<file path="config.mk">
export PLATFORM = sky130hd
export DESIGN_NAME = sd_cmd_sequencer
export DESIGN_NICKNAME = d
export VERILOG_FILES = /design/src/rtl/sd_cmd_sequencer.sv
export SDC_FILE = /design/constraint.sdc
export NUM_CORES = 1
export LEC_CHECK = 0
export CAP_MARGIN = 20
export CORE_ASPECT_RATIO = 0.75
export CORE_UTILIZATION = 48
export CTS_CLUSTER_DIAMETER = 150
export DETAILED_ROUTE_END_ITERATION = 7
export PLACE_DENSITY = 0.77
export REMOVE_ABC_BUFFERS = 1
export SLEW_MARGIN = 40
export SYNTH_ARGS = -nofsm -noshare
export SYNTH_HDL_FRONTEND = slang
export SYNTH_SLANG_ARGS = --single-unit
</file>
<file path="constraint.sdc">
create_clock -name clk -period 2.5 [get_ports clk]
set_input_delay 0.25 -clock clk [delete_from_list [all_inputs] [get_ports clk]]
set_output_delay 0.25 -clock clk [all_outputs]
set_load 0.05 [all_outputs]
</file>
<file path="src/rtl/sd_cmd_sequencer.sv">
// SD-card SPI command sequencer: frames a 6-byte command, polls for R1 and
// optionally releases chip-select with a trailing 0xFF byte.
module sd_cmd_sequencer #(
  parameter logic [12:0] NCR_MAX = 13'd8
) (
  input  logic        clk,
  input  logic        reset_n,
  input  logic        start,
  input  logic [5:0]  cmd,
  input  logic [31:0] arg,
  input  logic [6:0]  crc,
  input  logic        hold_cs,
  output logic        busy,
  output logic        done,
  output logic [7:0]  r1,
  output logic        timeout,
  output logic        cs_n,
  output logic [1:0]  sh_mode,
  output logic [7:0]  sh_data_in,
  output logic        sh_wr_req,
  output logic        sh_rd_req,
  output logic [12:0] sh_new_rx_length,
  output logic        sh_set_rx_length,
  input  logic [7:0]  sh_data_out,
  input  logic        sh_in_full,
  input  logic        sh_out_full,
  input  logic        sh_busy
);

  localparam logic [1:0] MODE_STOP = 2'd0;
  localparam logic [1:0] MODE_RX   = 2'd1;
  localparam logic [1:0] MODE_TX   = 2'd2;

  typedef enum logic [3:0] {
    S_IDLE        = 4'd0,
    S_CMD_TX      = 4'd1,
    S_TX_DRAIN    = 4'd2,
    S_RX_ARM      = 4'd3,
    S_RX_POLL     = 4'd4,
    S_RX_STOP     = 4'd5,
    S_TRAIL_TX    = 4'd6,
    S_TRAIL_DRAIN = 4'd7,
    S_DONE        = 4'd8
  } state_t;

  state_t      r_state;
  logic [47:0] r_frame;
  logic [2:0]  r_byte_idx;
  logic        r_hold_cs;
  logic [12:0] r_poll_cnt;
  logic        r_busy;
  logic        r_done;
  logic [7:0]  r_r1;
  logic        r_timeout;
  logic        r_cs_n;
  logic [1:0]  r_sh_mode;
  logic [12:0] r_new_rx_len;
  logic        r_set_rx_len;
  logic        w_wr_req;
  logic        w_rd_req;

  function automatic logic [47:0] build_frame(input logic [5:0] f_cmd,
                                              input logic [31:0] f_arg,
                                              input logic [6:0] f_crc);
    return {2'b01, f_cmd, f_arg, f_crc, 1'b1};
  endfunction

  // Transfer requests only when the shifter can take or give a byte this cycle.
  always_comb begin
    w_wr_req = 1'b0;
    w_rd_req = 1'b0;
    case (r_state)
      S_CMD_TX, S_TRAIL_TX: w_wr_req = !sh_in_full;
      S_RX_POLL, S_RX_STOP: w_rd_req = sh_out_full;
      default: begin
        w_wr_req = 1'b0;
        w_rd_req = 1'b0;
      end
    endcase
  end

  // Transaction FSM; mode, strobes and flags are updated on each transition.
  always_ff @(posedge clk or negedge reset_n) begin
    if (!reset_n) begin
      r_state      <= S_IDLE;
      r_frame      <= 48'hFFFF_FFFF_FFFF;
      r_byte_idx   <= 3'd0;
      r_hold_cs    <= 1'b0;
      r_poll_cnt   <= 13'd0;
      r_busy       <= 1'b0;
      r_done       <= 1'b0;
      r_r1         <= 8'hFF;
      r_timeout    <= 1'b0;
      r_cs_n       <= 1'b1;
      r_sh_mode    <= MODE_STOP;
      r_new_rx_len <= 13'd0;
      r_set_rx_len <= 1'b0;
    end else begin
      r_set_rx_len <= 1'b0;
      r_done       <= 1'b0;
      case (r_state)
        S_IDLE: begin
          if (start) begin
            r_frame    <= build_frame(cmd, arg, crc);
            r_hold_cs  <= hold_cs;
            r_byte_idx <= 3'd0;
            r_busy     <= 1'b1;
            r_timeout  <= 1'b0;
            r_cs_n     <= 1'b0;
            r_sh_mode  <= MODE_TX;
            r_state    <= S_CMD_TX;
          end
        end
        S_CMD_TX: begin
          // Shifting in 0xFF leaves the trailing byte ready in r_frame.
          if (w_wr_req) begin
            r_frame <= {r_frame[39:0], 8'hFF};
            if (r_byte_idx == 3'd5) begin
              r_state <= S_TX_DRAIN;
            end else begin
              r_byte_idx <= r_byte_idx + 3'd1;
            end
          end
        end
        S_TX_DRAIN: begin
          if (!sh_in_full && !sh_busy) begin
            r_sh_mode    <= MODE_STOP;
            r_new_rx_len <= NCR_MAX;
            r_set_rx_len <= 1'b1;
            r_poll_cnt   <= 13'd0;
            r_state      <= S_RX_ARM;
          end
        end
        S_RX_ARM: begin
          r_sh_mode <= MODE_RX;
          r_state   <= S_RX_POLL;
        end
        S_RX_POLL: begin
          if (w_rd_req) begin
            r_poll_cnt <= r_poll_cnt + 13'd1;
            if (!sh_data_out[7]) begin
              r_r1      <= sh_data_out;
              r_sh_mode <= MODE_STOP;
              r_state   <= S_RX_STOP;
            end else if ((r_poll_cnt + 13'd1) >= NCR_MAX) begin
              r_r1      <= 8'hFF;
              r_timeout <= 1'b1;
              r_sh_mode <= MODE_STOP;
              r_state   <= S_RX_STOP;
            end
          end
        end
        S_RX_STOP: begin
          if (!sh_busy && !sh_out_full) begin
            r_new_rx_len <= 13'd0;
            r_set_rx_len <= 1'b1;
            if (!r_hold_cs) begin
              r_cs_n    <= 1'b1;
              r_sh_mode <= MODE_TX;
              r_state   <= S_TRAIL_TX;
            end else begin
              r_done  <= 1'b1;
              r_state <= S_DONE;
            end
          end
        end
        S_TRAIL_TX: begin
          if (w_wr_req) begin
            r_state <= S_TRAIL_DRAIN;
          end
        end
        S_TRAIL_DRAIN: begin
          if (!sh_in_full && !sh_busy) begin
            r_sh_mode <= MODE_STOP;
            r_done    <= 1'b1;
            r_state   <= S_DONE;
          end
        end
        S_DONE: begin
          r_busy  <= 1'b0;
          r_state <= S_IDLE;
        end
        default: begin
          r_busy    <= 1'b0;
          r_sh_mode <= MODE_STOP;
          r_state   <= S_IDLE;
        end
      endcase
    end
  end

  assign busy             = r_busy;
  assign done             = r_done;
  assign r1               = r_r1;
  assign timeout          = r_timeout;
  assign cs_n             = r_cs_n;
  assign sh_mode          = r_sh_mode;
  assign sh_data_in       = r_frame[47:40];
  assign sh_wr_req        = w_wr_req;
  assign sh_rd_req        = w_rd_req;
  assign sh_new_rx_length = r_new_rx_len;
  assign sh_set_rx_length = r_set_rx_len;

endmodule

</file>
# [Word-level counts from Yosys, hierarchy flattened]
# Cells that the tools add are included.
# W data, S select, Z words.
[classes] add_sub_neg=2 mul=0 div_mod_pow=0 magnitude_cmp=1 n_eq_ne=24 shift=0 muxes=53 bitwise=2 reduce_logical=27
[op_table] cell="$mux W48" n=2
[op_table] cell="$pmux W48 S2" n=1
[op_table] cell="$mux W13" n=4
[op_table] cell="$pmux W13 S2" n=2
[op_table] cell="$mux W4" n=11
[op_table] cell="$pmux W4 S8" n=1
[op_table] cell="$ne A2 B2 Y1 const B" n=12
[op_table] cell="$eq A4 B3 Y1 const B" n=4
[op_table] cell="$mux W8" n=2
[op_table] cell="$mux W2" n=7
[op_table] cell="$add A13 B1 Y13 const B" n=1
[op_table] cell="$ge A13 B4 Y1 const B" n=1
[op_table] cell="$mux W1" n=13
[op_table] cell="$pmux W2 S6" n=1
[op_table] cell="$reduce_and A3 Y1" n=4
[op_table] cell="$pmux W1 S2" n=5
[op_table] cell="$reduce_bool A2 Y1" n=5
[op_table] cell="$mux W3" n=3
[op_table] cell="$reduce_and A9 Y1" n=1
[op_table] cell="$eq A4 B2 Y1 const B" n=2
[op_table] cell="$reduce_and A4 Y1" n=2
[op_table] cell="$reduce_and A7 Y1" n=1
[op_table] cell="$reduce_or A7 Y1" n=1
[op_table] cell="$pmux W3 S2" n=1
[op_table] cell="14 further kinds" n=22
[totals] reg_bits=97 latch_bits=0 ramBits=0 romBits=0 inputBits=60 word_cells=122 memories=0

# [Logic depth before layout (Yosys ltp)]
# Gate-level depths: netlist of the first run.
[logic_depth] depth_word=6 ltp_mapped=8 ltp_nobuf=7

# [Worst setup path before layout of the first run]
# OpenSTA, ideal clock, no wires.
[synth_timing] path_type="reg-to-reg" from="register r_poll_cnt[11]" to="register r_state[0]" arrival_time_ps=2036 t_required_ps=2378 path_slack_ps=343 path_stages_with_launch=7 path_buffers=0 cell_sequence="dfrtp_1 -> xor2_1 -> or4b_1 -> a211oi_2 -> o22ai_1 -> or3_4 -> a32o_1"
[synth_via] elab_chain_cells=4
[synth_rtl] element="from (decl)" line_no="50" rtl="logic [12:0] r_poll_cnt;"
[synth_rtl] element="from (signal assigned)" line_no="140" rtl="r_poll_cnt <= r_poll_cnt + 13'd1;"
[synth_rtl] element="$add A13 B1 Y13" line_no="145" rtl="end else if ((r_poll_cnt + 13'd1) >= NCR_MAX) begin"
[synth_rtl] element="$ge A13 B4 Y1" line_no="145"
[synth_rtl] element="$ne A3 B3 Y1 (no source line)"
[synth_rtl] element="$reduce_and A9 Y1 (no source line)"
[synth_rtl] element="to (signal assigned)" line_no="144" rtl="r_state <= S_RX_STOP;"
[synth_rtl] element="to (signal assigned)" line_no="149" rtl="r_state <= S_RX_STOP;"
[synth_rtl] element="to (signal assigned)" line_no="160" rtl="r_state <= S_TRAIL_TX;"
[synth_rtl] element="to (decl)" line_no="46" rtl="state_t r_state;"
# Every way passes these cells.
# A chain may end at the register's enable or synchronous reset.

# [Final worst setup path of the first run]
# Ends and elaborated chain as after synthesis.

==> flow_summary.json, run 1 <==
{
  "pre_cts_ws_ps": 242,
  "design_area_um2": 5390,
  "finalCritPeriodShare": 0.913,
  "crit_type": "reg -> reg",
  "peakVddDrop_mv": 0.646,
  "slew_headroom": 0.637,
  "run_status": "completed",
  "rows": 29,
  "cts_tree": "built",
  "seq_power_share": 0.396,
  "min_from": "arg[23]",
  "ys_seq_area_frac": 0.516,
  "setup_viol": 0,
  "start_util": 0.495,
  "path_cells": "xor2_1, or4b_1, a211oi_2, o22ai_1, or3_4, a32o_1",
  "r2r-start": "r_poll_cnt[11]",
  "drive_gt1_frac": 0.166,
  "critPathMaxFanout": 6,
  "wl_per_cell_um": 14.8,
  "first_pass_iters": 5,
  "critPathLaunch": "r_poll_cnt[11]",
  "yosys_most_used_dff": "dfstp_2",
  "postRouteAntennaNets": 0,
  "cts_buffer_depth": 2,
  "ys_async_sr_fraction": 1.00,
  "clk_latency_ps": 330,
  "cts_root_buffer": "clkbuf_16",
  "antenna_found_initial": 0,
  "critical-path-max-stage-delay_ps": 540,
  "critPathSlowestCell": "or4b_1",
  "path_clk_slew_ps": 70,
  "fin_skew_ps": 7.78,
  "cp-start-kind": "flop",
  "gp_congestion": 0.950,
  "fin_ws_ps": 217,
  "p_switching_mw": 2.56,
  "grt_usage": 0.229,
  "setup_tns_ps": 0,
  "grt_max_degree": 89,
  "grt_overflow": 0,
  "synthCells": 477,
  "avgSynthCellArea_um2": 8.82,
  "slew_violations": 0,
  "numPortBuffers": 85,
  "hold_viol_final": 0,
  "place_area_um2": 5080,
  "swShare": 0.392,
  "hpwl_um": 6540,
  "drc_errors": 0,
  "ios": 98,
  "cts-htree-levels": 3,
  "fmax_mhz": 438,
  "rrSetupSlack_ps": 220,
  "internal-power_mw": 3.97,
  "tightest_slew_ps": 542,
  "netlist-cell-type-count": 41,
  "post-synth-top-area-cell": "dfstp_2",
  "n_antenna_cell": 0,
  "yosys-top-cells-area": "dfstp_2 35%, dfrtp_1 17%, nand2_1 8.7%",
  "combPwrFrac": 0.402,
  "cts_resized": 0,
  "ys_ff_latch": 84,
  "synth_area_um2": 4210,
  "die_x_um": 110,
  "p_leak_nw": 2.20,
  "arrival_ps": 2500,
  "die_height_um": 83.1,
  "worstHoldPathType": "in -> reg",
  "layout.nets": 611,
  "synth_edf_count": 0,
  "die-area_um2": 9150,
  "num_vias": 3601,
  "post-route-min-period_ps": 2280,
  "synth_top_area_share": 0.350,
  "endpoint_kind": "flop",
  "ys_warn_count": 0,
  "clock_power_share": 0.202,
  "vias_per_cell": 5.45,
  "required_ps": 2720,
  "core_area_um2": 8490,
  "total_power_mw": 6.53,
  "cts_made_buffers": 9,
  "rsz0062_at_grt": "no",
  "power_density_nw_per_um2": 1210,
  "finalWirelength_um": 9760,
  "grt_pass1_wl_um": 16300,
  "cts_num_sinks": 84,
  "cap_violations": 0,
  "syn2layout_area_growth_pct": 28.2,
  "grt_pass1_vias": 3438,
  "first_iter_violations": 260,
  "cts_setup_buffers": 0
}
synth_stat cells (2+ instances only):
master / number
and2_1: 5
or3_1: 2
nand4_1: 6
nand2b_1: 2
mux2_2: 2
o31ai_1: 4
xnor2_1: 2
dfstp_2: 56
nor3_1: 6
nand2_1: 98
nor4b_1: 2
o21a_1: 2
clkbuf_1: 28
a22o_1: 2
dfrtp_1: 28
a31oi_1: 47
a21oi_1: 8
buf_4: 20
nand3_1: 13
and3_1: 4
ha_1: 3
o211ai_1: 2
nor2_1: 65
o21ai_0: 30
inv_1: 10
o22a_1: 15
routing by layer:
metal  global-route usage  vias to the layer above  part of all wire
li1                     -                     1769                 -
met1                0.314                     1701              0.44
met2                0.362                      125              0.47
met3               0.0597                        6             0.080
met4               0.0574                        0            0.0065
met5                    0                        -                 0
worst max-delay path, delay by kind of cell, from the launching register on:
family / cells / cell delay (ps)
flops: 1 / 440
compound gates: 3 / 580
simple gates: 2 / 950
xor+xnor: 1 / 190
placed cells by master, fill, tap and decap left out, types with 12 or more instances in the layout:
cell type / netlist / final
nand3_1: 13 / 13
dfstp_2: 56 / 56
dfrtp_1: 28 / 28
buf_4: 20 / 13
a31oi_1: 47 / 47
o21ai_0: 30 / 30
conb_1: 1 / 12
nor2_1: 65 / 65
clkdlybuf4s50_1: 0 / 82
o22a_1: 15 / 15
nand2_1: 98 / 98
kinds of logic after synthesis:
logic type               share of synthesized area
buffers and inverters                       0.0696
flip-flops                                   0.516
AO/OA/AOI/OAI                                0.179
adder cells (fa/ha/maj)                    0.00892
XOR/XNOR                                   0.00625
other                                     0.000891
multiplexers                               0.00535
AND/OR/NAND/NOR                              0.213
state kept, by name, summed over array words and instances (netlist names):
name              cells
done                  1
busy                  1
r_state               4
sh_new_rx_length      1
r1                    8
r_hold_cs             1
sh_set_rx_length      1
sh_mode               2
r_frame              47
r_byte_idx            3
r_poll_cnt           13
cs_n                  1
timeout               1
power by group through the flow:
stage | Combinational [mW] | Sequential (mW) | Clock (mW)
after floorplan | 1.26 | 3.13 | 0
after global placement | 2.57 | 2.57 | 0
after detailed placement | 2.63 | 2.61 | 0
after CTS | 2.64 | 2.59 | 1.36
after global routing | 2.88 | 2.67 | 1.41
final | 2.62 | 2.59 | 1.32
worst paths after layout:
kind | end | depth (start not counted)
hold / removal | r_frame[31] | 3
setup / recovery | r_state[0] | 6
setup reg to reg | r_state[0] | 6
hold reg to reg | r_frame[25] | 2
max in group asynchronous | r_frame[6] | 3
min in group asynchronous | sh_set_rx_length | 2
cell type report:
cell class                 instances  area (um2)
fill                             704        3100
sequential                        84        2170
multi-input combinational        346        1800
timing repair buffer              97         948
clock buffer                      10         229
tap                              108         135
clock inverter                     6        72.6
inverter                          10        37.5
stage by stage:
step | std cells | hold WS [ps] | utilization
finish | 661 | 435 | 0.635
global route | 661 | 454 | 0.635
CTS | 661 | 426 | 0.635
detailed placement | 644 | 269 | 0.599
global placement | 644 | 271 | 0.599
floorplan | 440 | -45.6 | -
timing repair:
| action | 4_1_cts | 5_1_grt |
|---|---|---|
| endpoints found under the hold margin | 24 | 0 |
| hold buffers | 1 | 0 |
| setup endpoints to repair | 0 | 0 |
Power figures use the tool's default switching activity.
==> run 2: changes to the inputs <==
--- a/config.mk
+++ b/config.mk
@@ -8,9 +8,10 @@
 export CAP_MARGIN = 20
 export CORE_ASPECT_RATIO = 0.75
 export CORE_UTILIZATION = 48
+export CTS_BUF_LIST = sky130_fd_sc_hd__clkbuf_4
 export CTS_CLUSTER_DIAMETER = 150
 export DETAILED_ROUTE_END_ITERATION = 7
-export PLACE_DENSITY = 0.77
+export PLACE_DENSITY = 0.81
 export REMOVE_ABC_BUFFERS = 1
 export SLEW_MARGIN = 40
 export SYNTH_ARGS = -nofsm -noshare
==> run 2 against run 1 <==
Compared with the run above: design area shrank 2.9%; wire length down 2.7%; critical path depth unchanged; non-clock buffer count fell by 3; first-iteration DRC count decreased by 5.4%; maximum frequency is 3.2% lower; critical path type unchanged; largest cell class unchanged.
==> flow_summary.json, run 2 (synthesis results as in run 1) <==
{
  "cts_tree": "built",
  "endpoint_kind": "flop",
  "cts_num_sinks": 84,
  "required_ps": 2810,
  "cts_buffer_depth": 2,
  "grt_pass1_vias": 3407,
  "slew_headroom": 0.628,
  "run_status": "completed",
  "peakVddDrop_mv": 0.587,
  "numPortBuffers": 85,
  "grt_pass1_wl_um": 15700,
  "fin_skew_ps": 26.1,
  "rows": 29,
  "postRouteAntennaNets": 0,
  "syn2layout_area_growth_pct": 24.5,
  "grt_max_degree": 89,
  "crit_end": "r_state[0]",
  "crit_type": "reg -> reg",
  "first_pass_iters": 5,
  "rsz0062_at_grt": "no",
  "fin_ws_ps": 141,
  "hpwl_um": 6460,
  "post-route-min-period_ps": 2360,
  "hold_viol_final": 0,
  "tightest_slew_ps": 558,
  "largest_register_ffs": 47,
  "fmax_mhz": 424,
  "n_antenna_cell": 0,
  "rrSetupSlack_ps": 140,
  "instances_no_fill": 658,
  "critPathMaxFanout": 8,
  "path_clk_slew_ps": 160,
  "vias_per_cell": 5.49,
  "die-area_um2": 9150,
  "die_height_um": 83.1,
  "arrival_ps": 2670,
  "wl_per_cell_um": 14.4,
  "fin_util": 0.617,
  "r2r-start": "r_poll_cnt[4]",
  "first_iter_violations": 246,
  "cts_made_buffers": 9,
  "final_cell_mix": "98 x nand2_1, 82 x clkdlybuf4s50_1, 65 x nor2_1, 56 x dfstp_2, 47 x a31oi_1",
  "layout.nets": 608,
  "regMostFlops": "r_frame",
  "finalWirelength_um": 9500,
  "start_util": 0.495,
  "clk_latency_ps": 430,
  "ios": 98,
  "core_area_um2": 8490,
  "critPathLaunch": "r_poll_cnt[4]",
  "finalCritPeriodShare": 0.944,
  "grt_overflow": 0,
  "drive_gt1_frac": 0.164,
  "p_leak_nw": 2.13,
  "cp-start-kind": "flop",
  "slew_violations": 0,
  "reg2regPathDepth": 6,
  "drc_errors": 0,
  "die_x_um": 110,
  "gp_congestion": 0.815,
  "cap_violations": 0,
  "num_vias": 3610,
  "power_density_nw_per_um2": 1150,
  "pre_cts_ws_ps": 193,
  "antenna_found_initial": 0,
  "placed_cells": 641,
  "holdWs_ps": 324,
  "worstHoldPathType": "in -> reg",
  "grt_usage": 0.216,
  "r2r-end": "r_state[0]",
  "cts_root_buffer": "clkbuf_4",
  "setup_viol": 0,
  "final_common_cell": "nand2_1",
  "cts-htree-levels": 3
}
[run 2: cell count changes in the layout (fill, tap and decap cells not counted), moves of 2 or more]
cell / delta
clkbuf_4: +10
clkbuf_16: -9
clkinv_4: -2
buf_4: -5
[run 2: worst max-delay path: stages (launching register included)]
cell and delay [ps]:
dfrtp_1 500, nand3_2 160, or4b_1 560, a211oi_2 200
o22ai_1 150, or3_4 420, a32o_1 260
[run 2: how the worst min path moves through the flow]
| stage | from | slack [ps] | to | depth (start not counted) |
|---|---|---|---|---|
| finish | arg[23] | 320 | r_frame[31] | 3 |
| global route | cmd[0] | 290 | r_frame[40] | 3 |
| CTS | cmd[0] | 300 | r_frame[40] | 3 |
| detailed placement | reset_n | 290 | busy | 1 |
| global placement | reset_n | 270 | busy | 1 |
| floorplan | reset_n | -50 | busy | 0 |
[run 2: stage by stage]
| step | instance area, um2 | power, mW | TNS (ps) |
|---|---|---|---|
| after floorplan | 3990 | 4.39 | -121700 |
| after global placement | 5070 | 5.13 | 0 |
| after detailed placement | 5070 | 5.22 | 0 |
| after CTS | 5230 | 6.05 | 0 |
| after global routing | 5240 | 6.41 | 0 |
| final | 5240 | 6.00 | 0 |
[run 2: repair_timing]
| action | CTS | global route |
|---|---|---|
| resized for setup | 0 | 2 |
| hold buffers | 1 | 0 |
| setup buffers | 0 | 0 |
| endpoints found under the hold margin | 3 | 0 |
| endpoints found under the setup margin | 0 | 2 |
[run 2: power breakdown]
group	switching (mW)	internal (mW)
Clock	0.487	0.328
Sequential	0.396	2.20
Combinational	1.61	0.978
Total	2.50	3.51
[run 2: final cells by class]
cell class	instances	area, um2
clock inverters	6	73.8
repair buffers	94	943
well taps	108	135
clock buffers	10	75.1
inverters	10	37.5
fillers	714	3250
multi-input cells	346	1800
flip-flops and latches	84	2170
[run 2: layer usage]
layer	vias up	share of wire	track usage
met3	11	0.065	0.0542
met5	-	0	0
met2	114	0.47	0.351
li1	1762	-	-
met1	1723	0.45	0.291
met4	0	0.0099	0.0502
